<file path="src/rtl/uart_pkg.sv">
// Shared UART definitions: arbiter FSM states, frame format constant and
// the bit-time helper used to size the frame timer.
package uart_pkg;

  // 8N1 frame: start bit + 8 data bits + stop bit.
  localparam int unsigned UART_FRAME_BITS = 10;

  // Arbiter scheduling states.
  typedef enum logic [1:0] {
    IDLE = 2'd0,
    LOAD = 2'd1,
    WAIT = 2'd2
  } arb_state_t;

  // System clock cycles per UART bit (integer division, truncating).
  function automatic int unsigned bit_cycles(input int unsigned clk_freq,
                                             input int unsigned baud);
    return clk_freq / baud;
  endfunction

  // Clock cycles one frame plus its trailing idle gap occupies on the line.
  function automatic int unsigned frame_cycles(input int unsigned clk_freq,
                                               input int unsigned baud,
                                               input int unsigned gap_bits);
    return bit_cycles(clk_freq, baud) * (UART_FRAME_BITS + gap_bits);
  endfunction

endpackage

</file>
<file path="src/rtl/uart_frame_timer.sv">
// Down-counting frame timer. A load pulse presets the counter; it then
// counts down to zero and holds there. expired is high whenever the
// counter reads zero.
module uart_frame_timer #(
  parameter int unsigned WIDTH = 8
) (
  input  logic             clk,
  input  logic             rst,
  input  logic             load,
  input  logic [WIDTH-1:0] load_value,
  output logic             expired
);

  logic [WIDTH-1:0] count;

  // Counter register: load has priority over the decrement, zero is sticky.
  always_ff @(posedge clk) begin
    // NOTE: sequential state uses non-blocking assignments so every register
    // samples the pre-edge values, independent of statement order.
    if (rst) begin
      count <= '0;
    end else if (load) begin
      count <= load_value;
    end else if (count != '0) begin
      count <= count - 1'b1;
    end
  end

  assign expired = (count == '0);

endmodule

</file>
<file path="src/rtl/uart_tx_arbiter.sv">
// Two-requester arbiter in front of a UART transmitter. One byte is granted
// from IDLE, tx_start is pulsed from LOAD, and WAIT holds off further grants
// until the frame and its trailing gap have left the line.
//
// Build option: define UART_ARB_FIXED_PRIO_EN for fixed priority (req0
// always wins a tie); otherwise ties are broken round-robin.
module uart_tx_arbiter
  import uart_pkg::*;
#(
  parameter int unsigned CLK_FREQ = 50_000_000,
  parameter int unsigned BAUD     = 9600,
  parameter int unsigned GAP_BITS = 1
) (
  input  logic       clk,
  input  logic       rst,
  input  logic       req0_valid,
  input  logic [7:0] req0_data,
  output logic       req0_ack,
  input  logic       req1_valid,
  input  logic [7:0] req1_data,
  output logic       req1_ack,
  output logic       tx_start,
  output logic [7:0] tx_data,
  output logic       busy,
  output logic       grant_id
);

  localparam int unsigned BIT_CYCLES   = bit_cycles(CLK_FREQ, BAUD);
  localparam int unsigned FRAME_CYCLES = BIT_CYCLES * (UART_FRAME_BITS + GAP_BITS);
  localparam int unsigned CNT_W        = $clog2(FRAME_CYCLES + 1);

  // WAIT starts at FRAME_CYCLES-1 and leaves on the cycle after reaching 0,
  // so WAIT lasts exactly FRAME_CYCLES cycles; with the IDLE and LOAD cycles
  // that spaces back-to-back tx_start pulses FRAME_CYCLES+2 apart.
  localparam logic [CNT_W-1:0] LOAD_VALUE = CNT_W'(FRAME_CYCLES - 1);

  arb_state_t state;
  arb_state_t state_next;

  logic any_valid;
  logic winner;        // 0 = req0, 1 = req1
  logic grant;         // a byte is accepted at this edge
  logic timer_load;
  logic timer_expired;
  logic tx_start_next;

  assign any_valid = req0_valid | req1_valid;

`ifdef UART_ARB_FIXED_PRIO_EN

  // Fixed priority: req0 wins whenever it is valid.
  always_comb begin
    winner = req0_valid ? 1'b0 : 1'b1;
  end

`else

  // Requester favoured on the next tie; starts on req0 and flips to the
  // requester that lost each grant.
  logic rr_prio;

  // Round-robin pointer: only moves when a byte is granted.
  always_ff @(posedge clk) begin
    if (rst) begin
      rr_prio <= 1'b0;
    end else if (grant) begin
      rr_prio <= ~winner;
    end
  end

  // Round-robin selection: tie goes to rr_prio, a lone requester always wins.
  always_comb begin
    if (req0_valid && req1_valid) begin
      winner = rr_prio;
    end else begin
      winner = req1_valid;
    end
  end

`endif

  // Next-state and strobe decode for the IDLE/LOAD/WAIT sequence.
  always_comb begin
    // NOTE: every output of this block gets a default first, so no path
    // leaves a signal unassigned and no latch is inferred.
    state_next    = state;
    grant         = 1'b0;
    timer_load    = 1'b0;
    tx_start_next = 1'b0;
    unique case (state)
      IDLE: begin
        if (any_valid) begin
          grant      = 1'b1;
          state_next = LOAD;
        end
      end
      LOAD: begin
        timer_load    = 1'b1;
        tx_start_next = 1'b1;
        state_next    = WAIT;
      end
      WAIT: begin
        if (timer_expired) begin
          state_next = IDLE;
        end
      end
      default: begin
        state_next = IDLE;
      end
    endcase
  end

  // State register and registered outputs.
  always_ff @(posedge clk) begin
    if (rst) begin
      state    <= IDLE;
      tx_start <= 1'b0;
      req0_ack <= 1'b0;
      req1_ack <= 1'b0;
      tx_data  <= 8'h00;
      busy     <= 1'b0;
      grant_id <= 1'b0;
    end else begin
      state    <= state_next;
      tx_start <= tx_start_next;
      req0_ack <= grant & ~winner;
      req1_ack <= grant &  winner;
      // busy covers the granting IDLE cycle as well as LOAD and WAIT,
      // registered so it is glitch-free toward the requesters.
      busy     <= (state != IDLE) | grant;
      if (grant) begin
        tx_data  <= winner ? req1_data : req0_data;
        grant_id <= winner;
      end
    end
  end

  uart_frame_timer #(
    .WIDTH (CNT_W)
  ) u_frame_timer (
    .clk        (clk),
    .rst        (rst),
    .load       (timer_load),
    .load_value (LOAD_VALUE),
    .expired    (timer_expired)
  );

endmodule

</file>
<file path="config.mk">
export PLATFORM = sky130hd
export DESIGN_NAME = uart_tx_arbiter
export DESIGN_NICKNAME = d
export VERILOG_FILES = /design/src/rtl/uart_pkg.sv /design/src/rtl/uart_frame_timer.sv /design/src/rtl/uart_tx_arbiter.sv
export SDC_FILE = /design/constraint.sdc
export NUM_CORES = 1
export LEC_CHECK = 0
export ABC_AREA = 1
export CAP_MARGIN = 20
export CORE_MARGIN = 2
export CORE_UTILIZATION = 40
export DETAILED_ROUTE_END_ITERATION = 8
export PLACE_DENSITY_LB_ADDON = 0.05
export SYNTH_ARGS = -nofsm -noshare
export SYNTH_HDL_FRONTEND = slang
export SYNTH_SLANG_ARGS = --single-unit
</file>
<file path="constraint.sdc">
create_clock -name clk -period 1.66 [get_ports clk]
set_input_delay 0.332 -clock clk [delete_from_list [all_inputs] [get_ports clk]]
set_output_delay 0.332 -clock clk [all_outputs]
set_load 0.02 [all_outputs]
</file>
## After elaboration in Yosys (flattened, before gate mapping)

Index checks and enable logic that the tools add are counted.

- Muxes and demuxes: 10
- Reduce and logical (&&, ||, !) cells: 8
- $add $sub $neg: 1
- Bitwise gates (word level): 5
- Equal/unequal tests: 4

Operators with widths:

| cell | count |
|---|---|
| $mux 16 | 2 |
| $logic_not 16->1 | 1 |
| $reduce_bool 16->1 | 1 |
| $sub 16x1->16 const B | 1 |
| $mux 8 | 1 |
| $pmux 2 s3 | 1 |
| $mux 1 | 4 |
| $mux 2 | 2 |
| $ne 2x2->1 const B | 2 |
| $reduce_bool 2->1 | 2 |
| $and 1x1->1 | 2 |
| $eq 2x1->1 const B | 1 |
| $eq 2x2->1 const B | 1 |
| $logic_not 2->1 | 1 |
| $or 1x1->1 | 2 |
| $reduce_and 2->1 | 1 |
| $reduce_or 2->1 | 1 |
| $logic_and 1x1->1 | 1 |
| $not 1->1 | 1 |

- Register bits after elaboration: 32
- Input port bits: 20
- Word-level logic and storage cells: 38
- Output and inout port bits: 13

## Longest topological paths before layout

- Depth after elaboration: 4
- Mapped depth: 9
- Gate-level depth less buffers: 9

## By module

Synthesis repeated with hierarchy kept, for this count alone.

- Cell total of the unflattened synthesis: 267
- Area, all modules: 1770.4 um^2

By module, submodules not included:

| module | seq. area each (um^2) | instances | area an instance (um^2) | cells each |
|---|---|---|---|---|
| uart_frame_timer | 320.3 | 1 | 1114.8 | 179 |
| uart_tx_arbiter | 320.3 | 1 | 655.6 | 88 |

## Least setup slack after synthesis

No wires, ideal clock.

- Path type: flip-flop to flip-flop
- Start point: reg u_frame_timer.count[0]
- End point: reg u_frame_timer.count[11]
- Setup time: 0.133 ns
- Cell stages (with the launch flop): 9
- Path slack: 0.345 ns
- Data required time: 1.527 ns
- Path buffers: 1
- Period minus slack after synthesis: 1.315 ns
- Arrival: 1.181 ns
- Path through: dfxtp_1 -> inv_1 -> ha_1 -> nand2_4 -> nor2_8 -> nand3_4 -> buf_6 -> nand3_2 -> a21oi_2

- Word-level cells in the longest chain between the ends: 3
- Elaborated cells between the ends (all ways): 5
- Those cells by class: add/sub (1); mux (2); reduce/logical (2)

Ends and longest elaborated chain:

| what | line | source |
|---|---|---|
| from (decl) | uart_frame_timer.sv:14 | `logic [WIDTH-1:0] count;` |
| from (signal assigned) | uart_frame_timer.sv:23 | `count <= load_value;` |
| from (signal assigned) | uart_frame_timer.sv:25 | `count <= count - 1'b1;` |
| $sub 16x1->16 | uart_frame_timer.sv:25 |  |
| $mux 16 | uart_frame_timer.sv:24 | `end else if (count != '0) begin` |
| $mux 16 | uart_frame_timer.sv:22 | `end else if (load) begin` |

Parallel ways exist; a longest one is shown, timed or not. The select of a mux whose other input is x is not followed.
A chain may end at the register's enable or synchronous reset.

## Worst setup path in the final report

- Start point: reg tx_data[3]
- End point: out tx_data[3]

RTL lines:

| what | line | source |
|---|---|---|
| from (decl) | uart_tx_arbiter.sv:23 | `output logic [7:0] tx_data,` |
| from (signal assigned) | uart_tx_arbiter.sv:132 | `tx_data <= winner ? req1_data : req0_data;` |

No word-level cell between the ends.

==> results.txt <==
Status: finished, final reports clean
Commonest non-fill, non-tap cell in the layout: nand2_1
Post-Synthesis Cell Area: 1665 sq um
DR pass1 iterations: 4
Pwr Density: 1400 nW/um^2
Via count: 1495
Worst min path class: register to register
Setup TNS: 0 ns
Synth warn: 0
Synthesized Nets: 255
Core Box Area: 4000 sq um
# diodes: 0
Post-CTS Setup Bufs: 0
Cell count after synthesis: 234
Vias in the first global route: 1412
# setup viols final: 0
Global-route wire length before repair: 6065 microns
CTS tree: yes
Crit-path cells: clkdlybuf4s50_1
Hold WS: 0.4781 ns
EDFF count, synth: 0
DRT antenna net count: 0
Max-cap viol count: 0
Sw frac: 0.4099
CTS Buffer Depth: 2
Post-CTS sizing: 0
Distinct cells, synth: 30
Critical Path Source: tx_data[3]
Fillcell total: 413
DR WL/cell: 10.98 microns
Tcrit/Tclk final: 0.9453
Register area share after synthesis: 0.3847
Reg clk slew, reported paths: 0.07 ns
Drt drc: 0
Share of cells above drive strength 1: 0.1722
Via density: 4.628
Leak pwr: 0.9883 nW
Syn Area/Cell: 7.117 sq um
Slew headroom: 0.7707
Post-route setup slack: 0.09075 ns
Maximum vdd ir drop: 0.0005302 V
Crit path depth: 1
Final hold vios: 0
RSZ-0062 raised after global routing: false
Top FF cell, synth: dfxtp_1
Pre-CTS setup slack: 0.01457 ns
Startpoint Class: register
Grt ovf: 0
Row Count: 23
Final Slew Violations: 0
Detailed Place HPWL: 2648 microns
Input/output buffers: 32
Total GRT Usage: 0.1767
RD Place Congestion: 0.8380
H-tree Lvls: 2
Crit Path Class: register to output port
Iteration-0 DRC Markers: 56
# clock sinks: 32
Hold path start: grant_id
Clk_skew: 0.003587 ns
CTS hold repair buffers: 0
Worst-path fanout max: 2
Synth Register Bits: 32
DIE AREA: 4696 sq um
Most frequent cells in the layout: 67 x nand2_1, 32 x dfxtp_1, 32 x clkdlybuf4s50_1
Max incr delay on CP: 0.62 ns
Post-layout min period: 1.569 ns
Num CTS Buffers: 5
P&R area growth vs syn: 28.62%
Fmax: 637.2 MHz
Crit path capture type: output port
Drt total wl: 3547 microns
Logic gate share of total power: 0.442
CP max-delay cell: clkdlybuf4s50_1
Internal power: 1.770 mW
FF-to-FF setup slack: 0.19 ns
Switching Power: 1.229 mW
Nets: 293
R2R cell count: 7
Clock Latency Late Sink: 0.28 ns
Die H: 68.53 microns
Starting Density: 0.4163
CP endpoint: tx_data[3]
Data arrival, critical path: 1.24 ns
Buf/Inv on CP: 1
Antenna violations before repair: 0
R2R Path Start: u_frame_timer.count[0]
Slew @ Worst Pin: 0.3436 ns
Largest net degree at the start of global routing: 15
Sequential share of power: 0.352
Clock Tree Root: clkbuf_8
Cell family with most CP delay: buffers and inverters
Top Ports: 33
Clock power share: 0.205
CP required: 1.33 ns
Asr flop ratio synth: 0
R2R Path End: u_frame_timer.count[9]
Chip width: 68.53 microns
## per-layer routing
layer  up-vias  wire [microns]  track usage
met5         -               0            0
met4         0              65      0.07500
met3         6             190      0.05032
met2        35            1629       0.2861
met1       645            1661       0.2185
li1        809               -            -
## power groups by stage
stage | Clock, mW | Combinational [mW] | Sequential (mW)
2_1_floorplan | 0 | 1.01 | 1.09
3_3_place_gp | 0 | 1.32 | 1.08
3_5_place_dp | 0 | 1.33 | 1.08
4_1_cts | 0.637 | 1.34 | 1.06
5_1_grt | 0.657 | 1.51 | 1.09
6_report | 0.615 | 1.33 | 1.06
## through the flow
step                        util  std cells  power, mW  instance area, sq um
after floorplan                -        234      2.091                  1665
after global placement    0.5130        315      2.402                  2052
after detailed placement  0.5130        315      2.410                  2052
after CTS                 0.5355        323      3.039                  2142
after global routing      0.5355        323      3.250                  2142
final                     0.5355        323      2.999                  2142
## worst min-delay path by stage
stage / end / slack [ns] / cells after the start
2_1_floorplan: rr_prio / 0.46 / 2
3_3_place_gp: grant_id / 0.47 / 2
3_5_place_dp: grant_id / 0.46 / 2
4_1_cts: grant_id / 0.48 / 2
5_1_grt: grant_id / 0.52 / 2
6_report: grant_id / 0.48 / 2
## sequential cells by signal (all words and copies together) (netlist names)
register and count:
state 2, req0_ack 1, tx_data 8, busy 1, req1_ack 1, rr_prio 1, u_frame_timer.count 16, grant_id 1
tx_start 1
## cell type report
type,count,area [sq um],share of cell area
Clock buffer,8,90.09,0.04206
Inverter,32,120.1,0.05607
Multi-Input combinational cell,164,870.8,0.4065
Sequential cell,32,640.6,0.2991
Tap cell,50,62.56,0.02921
Timing Repair Buffer,37,357.8,0.1671
## kinds of logic after synthesis
| group | share of synthesized area |
|---|---|
| simple gates | 0.4065 |
| buf+inv | 0.09241 |
| flops | 0.3847 |
| compound gates | 0.1037 |
| xor+xnor | 0.005260 |
| fa+ha+maj | 0.007512 |
## cells in the mapped netlist, types with 3 or more instances
| cell type | number | area share |
|---|---|---|
| inv_1 | 25 | 0.056 |
| inv_2 | 7 | 0.016 |
| dfxtp_1 | 32 | 0.38 |
| buf_2 | 3 | 0.0090 |
| nor2_2 | 5 | 0.019 |
| a21oi_2 | 3 | 0.016 |
| a21oi_1 | 14 | 0.042 |
| nand2_2 | 3 | 0.011 |
| nand3_1 | 20 | 0.060 |
| nand2_1 | 67 | 0.15 |
| nand3_2 | 8 | 0.048 |
| nor2_1 | 23 | 0.052 |
| nor2_4 | 3 | 0.020 |
Note: power is estimated with default switching activity, not from simulation.
